`config.mk`:
```
export PLATFORM = sky130hd
export DESIGN_NAME = return_addr_stack
export DESIGN_NICKNAME = d
export VERILOG_FILES = /design/src/rtl/mcu_pkg.sv /design/src/rtl/ras_mem.sv /design/src/rtl/return_addr_stack.sv
export SDC_FILE = /design/constraint.sdc
export NUM_CORES = 1
export LEC_CHECK = 0
export CAP_MARGIN = 20
export CORE_ASPECT_RATIO = 0.5
export CORE_MARGIN = 2
export CORE_UTILIZATION = 47
export CTS_BUF_LIST = sky130_fd_sc_hd__clkbuf_8
export DETAILED_ROUTE_END_ITERATION = 7
export PLACE_DENSITY = 0.65
export SETUP_SLACK_MARGIN = 0.1
export SYNTH_ARGS = -nofsm -noshare
export SYNTH_HDL_FRONTEND = slang
export SYNTH_SLANG_ARGS = --single-unit
```
`constraint.sdc`:
```
create_clock -name CLK -period 4.15 [get_ports CLK]
set_input_delay 1.245 -clock CLK [delete_from_list [all_inputs] [get_ports CLK]]
set_output_delay 1.245 -clock CLK [all_outputs]
set_load 0.02 [all_outputs]
```
`src/rtl/mcu_pkg.sv`:
```
// Shared MCU fetch-path types: instruction address type and the
// return-address-stack operation decode used by return_addr_stack.
package mcu_pkg;

  localparam int ADDR_W = 10;

  typedef logic [ADDR_W-1:0] addr_t;

  typedef enum logic [2:0] {
    OP_IDLE,
    OP_PUSH,
    OP_POP,
    OP_REPLACE,
    OP_OVERFLOW,
    OP_UNDERFLOW
  } ras_op_t;

  // A combined push+pop on an empty stack has nothing to replace, so it is a plain push.
  function automatic ras_op_t ras_decode(input logic push, input logic pop,
                                         input logic empty, input logic full);
    ras_op_t op;
    op = OP_IDLE;
    if (push && pop)
      op = empty ? OP_PUSH : OP_REPLACE;
    else if (push)
      op = full ? OP_OVERFLOW : OP_PUSH;
    else if (pop)
      op = empty ? OP_UNDERFLOW : OP_POP;
    return op;
  endfunction

endpackage

```
`src/rtl/ras_mem.sv`:
```
// Return-address storage: DEPTH x ADDR_W array with one synchronous write
// port and one asynchronous read port (maps onto distributed RAM).
module ras_mem #(
  parameter int ADDR_W = 10,
  parameter int DEPTH  = 32
) (
  input  logic                     CLK,
  input  logic                     wr_en,
  input  logic [$clog2(DEPTH)-1:0] wr_idx,
  input  logic [ADDR_W-1:0]        wr_data,
  input  logic [$clog2(DEPTH)-1:0] rd_idx,
  output logic [ADDR_W-1:0]        rd_data
);

  logic [ADDR_W-1:0] mem [DEPTH];

  always_ff @(posedge CLK) begin
    if (wr_en)
      mem[wr_idx] <= wr_data;
  end

  assign rd_data = mem[rd_idx];

endmodule

```
`src/rtl/return_addr_stack.sv`:
```
// Hardware return-address stack beside the PC; RET_ADDR is valid in the POP cycle.
// Define RAS_WRAP_EN to make the stack circular (overflow drops the oldest entry).
module return_addr_stack #(
  parameter int ADDR_W = mcu_pkg::ADDR_W,
  parameter int DEPTH  = 32
) (
  input  logic                     CLK,
  input  logic                     RST,
  input  logic                     PUSH,
  input  logic                     POP,
  input  logic [ADDR_W-1:0]        PC_IN,
  output logic [ADDR_W-1:0]        RET_ADDR,
  output logic [$clog2(DEPTH):0]   SP,
  output logic                     EMPTY,
  output logic                     FULL,
  output logic                     ERR
);

  import mcu_pkg::*;

  localparam int PW = $clog2(DEPTH);

  logic [PW-1:0]     wp;
  logic [PW-1:0]     top_idx;
  logic [PW:0]       sp_q;
  logic              err_q;
  ras_op_t           op;
  logic              wr_en;
  logic [PW-1:0]     wr_idx;
  logic [ADDR_W-1:0] rd_data;

  assign top_idx = wp - 1'b1;
  assign EMPTY   = (sp_q == '0);
  assign FULL    = (sp_q == (PW+1)'(DEPTH));
  assign SP      = sp_q;
  assign ERR     = err_q;
  assign op      = ras_decode(PUSH, POP, EMPTY, FULL);

  // Replace overwrites the current top; every other write lands at wp. Reset discards the write.
  always_comb begin
    wr_en  = 1'b0;
    wr_idx = wp;
    if (!RST) begin
      case (op)
        OP_PUSH:    wr_en = 1'b1;
        OP_REPLACE: begin
          wr_en  = 1'b1;
          wr_idx = top_idx;
        end
`ifdef RAS_WRAP_EN
        OP_OVERFLOW: wr_en = 1'b1;
`endif
        default:    wr_en = 1'b0;
      endcase
    end
  end

  always_ff @(posedge CLK) begin
    if (RST) begin
      wp    <= '0;
      sp_q  <= '0;
      err_q <= 1'b0;
    end else begin
      case (op)
        OP_PUSH: begin
          wp   <= wp + 1'b1;
          sp_q <= sp_q + 1'b1;
        end
        OP_POP: begin
          wp   <= wp - 1'b1;
          sp_q <= sp_q - 1'b1;
        end
`ifdef RAS_WRAP_EN
        OP_OVERFLOW:  wp    <= wp + 1'b1;
`else
        OP_OVERFLOW:  err_q <= 1'b1;
`endif
        OP_UNDERFLOW: err_q <= 1'b1;
        default: ;
      endcase
    end
  end

  ras_mem #(
    .ADDR_W (ADDR_W),
    .DEPTH  (DEPTH)
  ) u_mem (
    .CLK     (CLK),
    .wr_en   (wr_en),
    .wr_idx  (wr_idx),
    .wr_data (PC_IN),
    .rd_idx  (top_idx),
    .rd_data (rd_data)
  );

  assign RET_ADDR = EMPTY ? '0 : rd_data;

endmodule

```
# Word level (Yosys, flattened, before mapping)
# Memories as Yosys holds them, arrays and structs flattened.
# Index checks and enable logic that the tools add are counted.
# totals
register_bits,12
latch_bits,0
mem_bits_rw,320
romBits,0
output_inout_bits,19
word_cells,34
n_memories,1
# mem_list
name,depth,width,read_ports,rd_ports_with_merged_regs,write_ports,line,rtl
u_mem.mem,32,10,1,0,1,ras_mem.sv:15,logic [ADDR_W-1:0] mem [DEPTH];
# op_classes
add_sub_neg,4
mul,0
div,0
magnitude_cmp,0
eq_ne,6
shifts,0
mux,15
bitwise_logic,0
n_reduce_logical,5
# ops
operator,count
3-bit 2-to-1 mux,5
6-bit one-hot mux with 2 select lines,1
10-bit 2-to-1 mux,1
5-bit 2-to-1 mux,2
5-bit one-hot mux with 2 select lines,1
"6-bit by 1-bit adder with 6-bit output, second input constant",1
"3-bit by 2-bit equality test with 1-bit output, second input constant",2
"3-bit equality test, second input constant",2
"6-bit equality test, second input constant",1
6-bit zero test,1
"6-bit by 1-bit subtractor with 6-bit output, second input constant",1
"5-bit by 1-bit adder with 5-bit output, second input constant",1
"5-bit by 1-bit subtractor with 5-bit output, second input constant",1
1-bit 2-to-1 mux,4
2-bit OR reduction,2
"3-bit by 1-bit equality test with 1-bit output, second input constant",1
2-bit 2-to-1 mux,1
2-bit nonzero test,1
1-bit logical AND,1

# Logic depth before layout (Yosys ltp)
# logic_depth
ltp_word,11
ltp_mapped,12
mapped_depth_nobuf,8

# Modules after synthesis
# Synthesis repeated with hierarchy kept, for this count alone.
# unflattened
cells_unflattened,843
hier_area_um2,13728.2
# modules_own_cells
module,n_inst,cells_per_inst,area_per_inst_um2,seq_area_each_um2
ras_mem,1,723,12793.5,9609.2
return_addr_stack,1,120,934.6,240.2

# Least setup slack after synthesis
# Ideal clock, no wire load.
# synth_timing
path_type,register -> output
from,register wp[0]
to,output RET_ADDR[3]
arrival_ns,2.959
path_slack_ns,-0.054
path_stages_with_launch,12
path_buffers,5
path_cell_list,dfxtp_1 -> buf_2 -> buf_2 -> buf_4 -> inv_1 -> ha_1 -> clkbuf_1 -> clkbuf_1 -> mux4_2 -> mux2i_1 -> o22ai_1 -> a211o_1
# synth_between
elab_chain_len,3
# synth_lines
element,line,rtl
"start, declared",return_addr_stack.sv:23,logic [PW-1:0] wp;
"start signal, assigned",return_addr_stack.sv:66,wp <= wp + 1'b1;
"start signal, assigned",return_addr_stack.sv:70,wp <= wp - 1'b1;
5-bit by 1-bit subtractor with 5-bit output,return_addr_stack.sv:32,assign top_idx = wp - 1'b1;
memory read 32 x 10 bit,--,
10-bit 2-to-1 mux,return_addr_stack.sv:96,assign RET_ADDR = EMPTY ? '0 : rd_data;
"end, declared",return_addr_stack.sv:12,"output logic [ADDR_W-1:0] RET_ADDR,"
# Every way passes these cells.

# Worst setup path in the final report
# layout_timing
from,register wp[2]
to,output RET_ADDR[5]
# Same word-level chain as after synthesis.

==> flow_summary.ini <==
[timing]
tightest_slew_ns = 1.07
fmax_mhz = 247
slew_headroom = 0.281
hold_slack_ns = 0.503
slew_viol_final = 0
fin_crit_ns = 4.05
setup_viol = 0
layout_worst_path_cycle_share = 0.976
final_hold_viol_count = 0
setup_ws_ns = 0.0981
finClkSkew_ns = 0.0144
rsz0062_at_grt = yes
setup_tns_ns = 0

[synthesis]
synth_cell_types = 58
ys_ff_latch = 332
yosys_warnings = 0
syn_avg_cell_area_sq_um = 18.7
syn_inst = 725
ys.flop_type = edfxtp_1
synth-edff-count = 320
seq_area_frac_synth = 0.728
synth_fp_nets = 742
async_reset_ff_frac = 0
syn_area_sq_um = 13500

[grt]
met1_usage = 0.338
grtUsageMet3 = 0.0569
first_global_vias = 7420
grt.total_usage = 0.221
gr-usage-met2 = 0.312
grt_max_degree = 33
grt_remaining_overflow = 0
antenna_found_initial = 0
grt_pass1_wl_um = 47600
top_usage_layer = met1

[worst_setup_path]
arrival_ns = 2.81
crit_type = flop to primary output
worstPathRequired_ns = 2.90
end_kind = primary output
start_kind = flop
crit_fanout = 28

[flow_run]
drv_cap = 0

[detailed_routing]
drt-vias-per-instance = 5.82
post_drt_wl_per_cell_um = 24.9
drtAntennaViolNets = 0
drt_iter0_drc = 839
dr.pass1.iters = 5
routed_wl_um = 32400
route.vias.total = 7562
drc = 0

[layout]
syn_to_final_growth_pct = 21.9
antenna_cells = 0
layout_commonest_cell = edfxtp_1
design_area_sq_um = 16500
final-seq-area_sq_um = 9850
layout_common_cells = edfxtp_1 (320), buf_4 (90), mux4_2 (80)
final.fill_count = 2088
multi_input_area_sq_um = 3730
drive_gt1_frac = 0.341
nets = 899

[clock_tree]
root_buffer = clkbuf_8
cts_sinks = 332
cts_hold_buffers = 0
cts_tree = yes
clk_latency_ns = 0.57
htree_num_levels = 2
path_clk_slew_ns = 0.06
numCtsBuffers = 47
clockBufferDepth = 3

[floorplanning]
initial_core_util = 0.484
ios = 33
die_y_um = 124
dieArea_sq_um = 30200
core_region_area_sq_um = 28000
die_x_um = 244
row_count = 43

[pwr]
powerDensity_nw_per_um2 = 802
p_leak_nw = 5.54
power.total_mw = 13.2
peakVddDrop_mv = 0.417

[place]
port-buffer-count = 32
dp_hpwl_um = 19500
post-place-ws_ns = -0.000153
gp_congestion = 0.840
placed_area_sq_um = 14900

[run_status]
status = completed

[hold_path]
min_path_type = flop to flop
critical path, stage by stage, from the launching register on:
cell     delay [ns]
dfxtp_1        0.73
xor2_4         0.23
buf_12         0.29
mux2i_2        0.30
buf_4          0.18
o22ai_1        0.08
a211o_1        0.23
buf_2          0.16
synthesized netlist by cell type (3+ instances only):
cell / instances / share of area
nor3b_1: 4 / 0.0022
mux2i_1: 24 / 0.018
nor2b_1: 6 / 0.0028
nand3b_1: 4 / 0.0022
o22ai_1: 13 / 0.0060
nand2_1: 56 / 0.016
nand3_1: 11 / 0.0041
mux4_2: 80 / 0.13
ha_1: 3 / 0.0028
edfxtp_1: 320 / 0.71
clkbuf_1: 20 / 0.0055
buf_1: 3 / 0.00083
nor2_1: 48 / 0.013
a21oi_1: 16 / 0.0059
nor3_1: 6 / 0.0022
a211o_1: 10 / 0.0065
mux2_2: 3 / 0.0025
dfxtp_1: 12 / 0.018
o21ai_0: 6 / 0.0022
o211ai_1: 6 / 0.0033
xor2_1: 3 / 0.0019
xnor2_1: 8 / 0.0052
buf_2: 14 / 0.0052
inv_1: 6 / 0.0017
layout make-up:
| class | count | share of cell area |
|---|---|---|
| clock inverters | 36 | 0.0121 |
| inverters | 6 | 0.00152 |
| well taps | 382 | 0.0290 |
| repair buffers | 149 | 0.0926 |
| multi-input cells | 346 | 0.226 |
| flip-flops and latches | 332 | 0.598 |
| clock buffers | 49 | 0.0409 |
through the flow:
step,util,cells
after floorplan,-,725
after global placement,0.532,1185
after detailed placement,0.533,1187
after CTS,0.585,1294
after global routing,0.589,1300
final,0.589,1300
power breakdown:
part / internal, mW / switching (mW) / leakage (nW)
registers: 3.82 / 0.103 / 2.98
logic: 3.33 / 3.56 / 2.04
clock network: 1.22 / 1.20 / 0.519
registers in the layout, summed over array words and instances (netlist names):
| name | flops |
|---|---|
| SP | 6 |
| ERR | 1 |
| u_mem.mem | 320 |
| wp | 5 |
layer usage:
layer / share of wire / up-vias
li1: - / 3256
met1: 0.46 / 3939
met2: 0.44 / 320
met3: 0.086 / 47
met4: 0.021 / 0
met5: 0 / -
worst paths after layout:
| check | startpoint | endpoint | slack (ns) | cells after the start |
|---|---|---|---|---|
| worst min register to register | ERR$_SDFFE_PP0P_ | ERR$_SDFFE_PP0P_ | 0.50 | 2 |
| worst max register to register | SP[0]$_SDFFE_PP0P_ | u_mem.mem[6][6]$_DFFE_PP_ | 1.23 | 6 |
| worst max-delay path | wp[2]$_SDFFE_PP0P_ | RET_ADDR[5] | 0.1 | 7 |
| worst min-delay path | ERR$_SDFFE_PP0P_ | ERR$_SDFFE_PP0P_ | 0.50 | 2 |
cells by family (layout without fill, tap and decap cells):
kind of cell / count (synthesis) / count (layout) / synth area share
AO/OA/AOI/OAI: 73 / 73 / 0.0387
AND/OR/NAND/NOR: 151 / 151 / 0.0527
XOR/XNOR: 12 / 12 / 0.00832
multiplexers: 107 / 107 / 0.153
buffers and inverters: 47 / 240 / 0.0160
adder cells (fa/ha/maj): 3 / 3 / 0.00277
flip-flops: 332 / 332 / 0.728
repair_timing:
action | CTS | global route
setup buffers | 16 | 4
setup endpoints to repair | 10 | 10
cloned | 6 | 1
gates resized for setup | 89 | 18
pin swaps | 2 | 5
(Power assumes the default switching activity.)
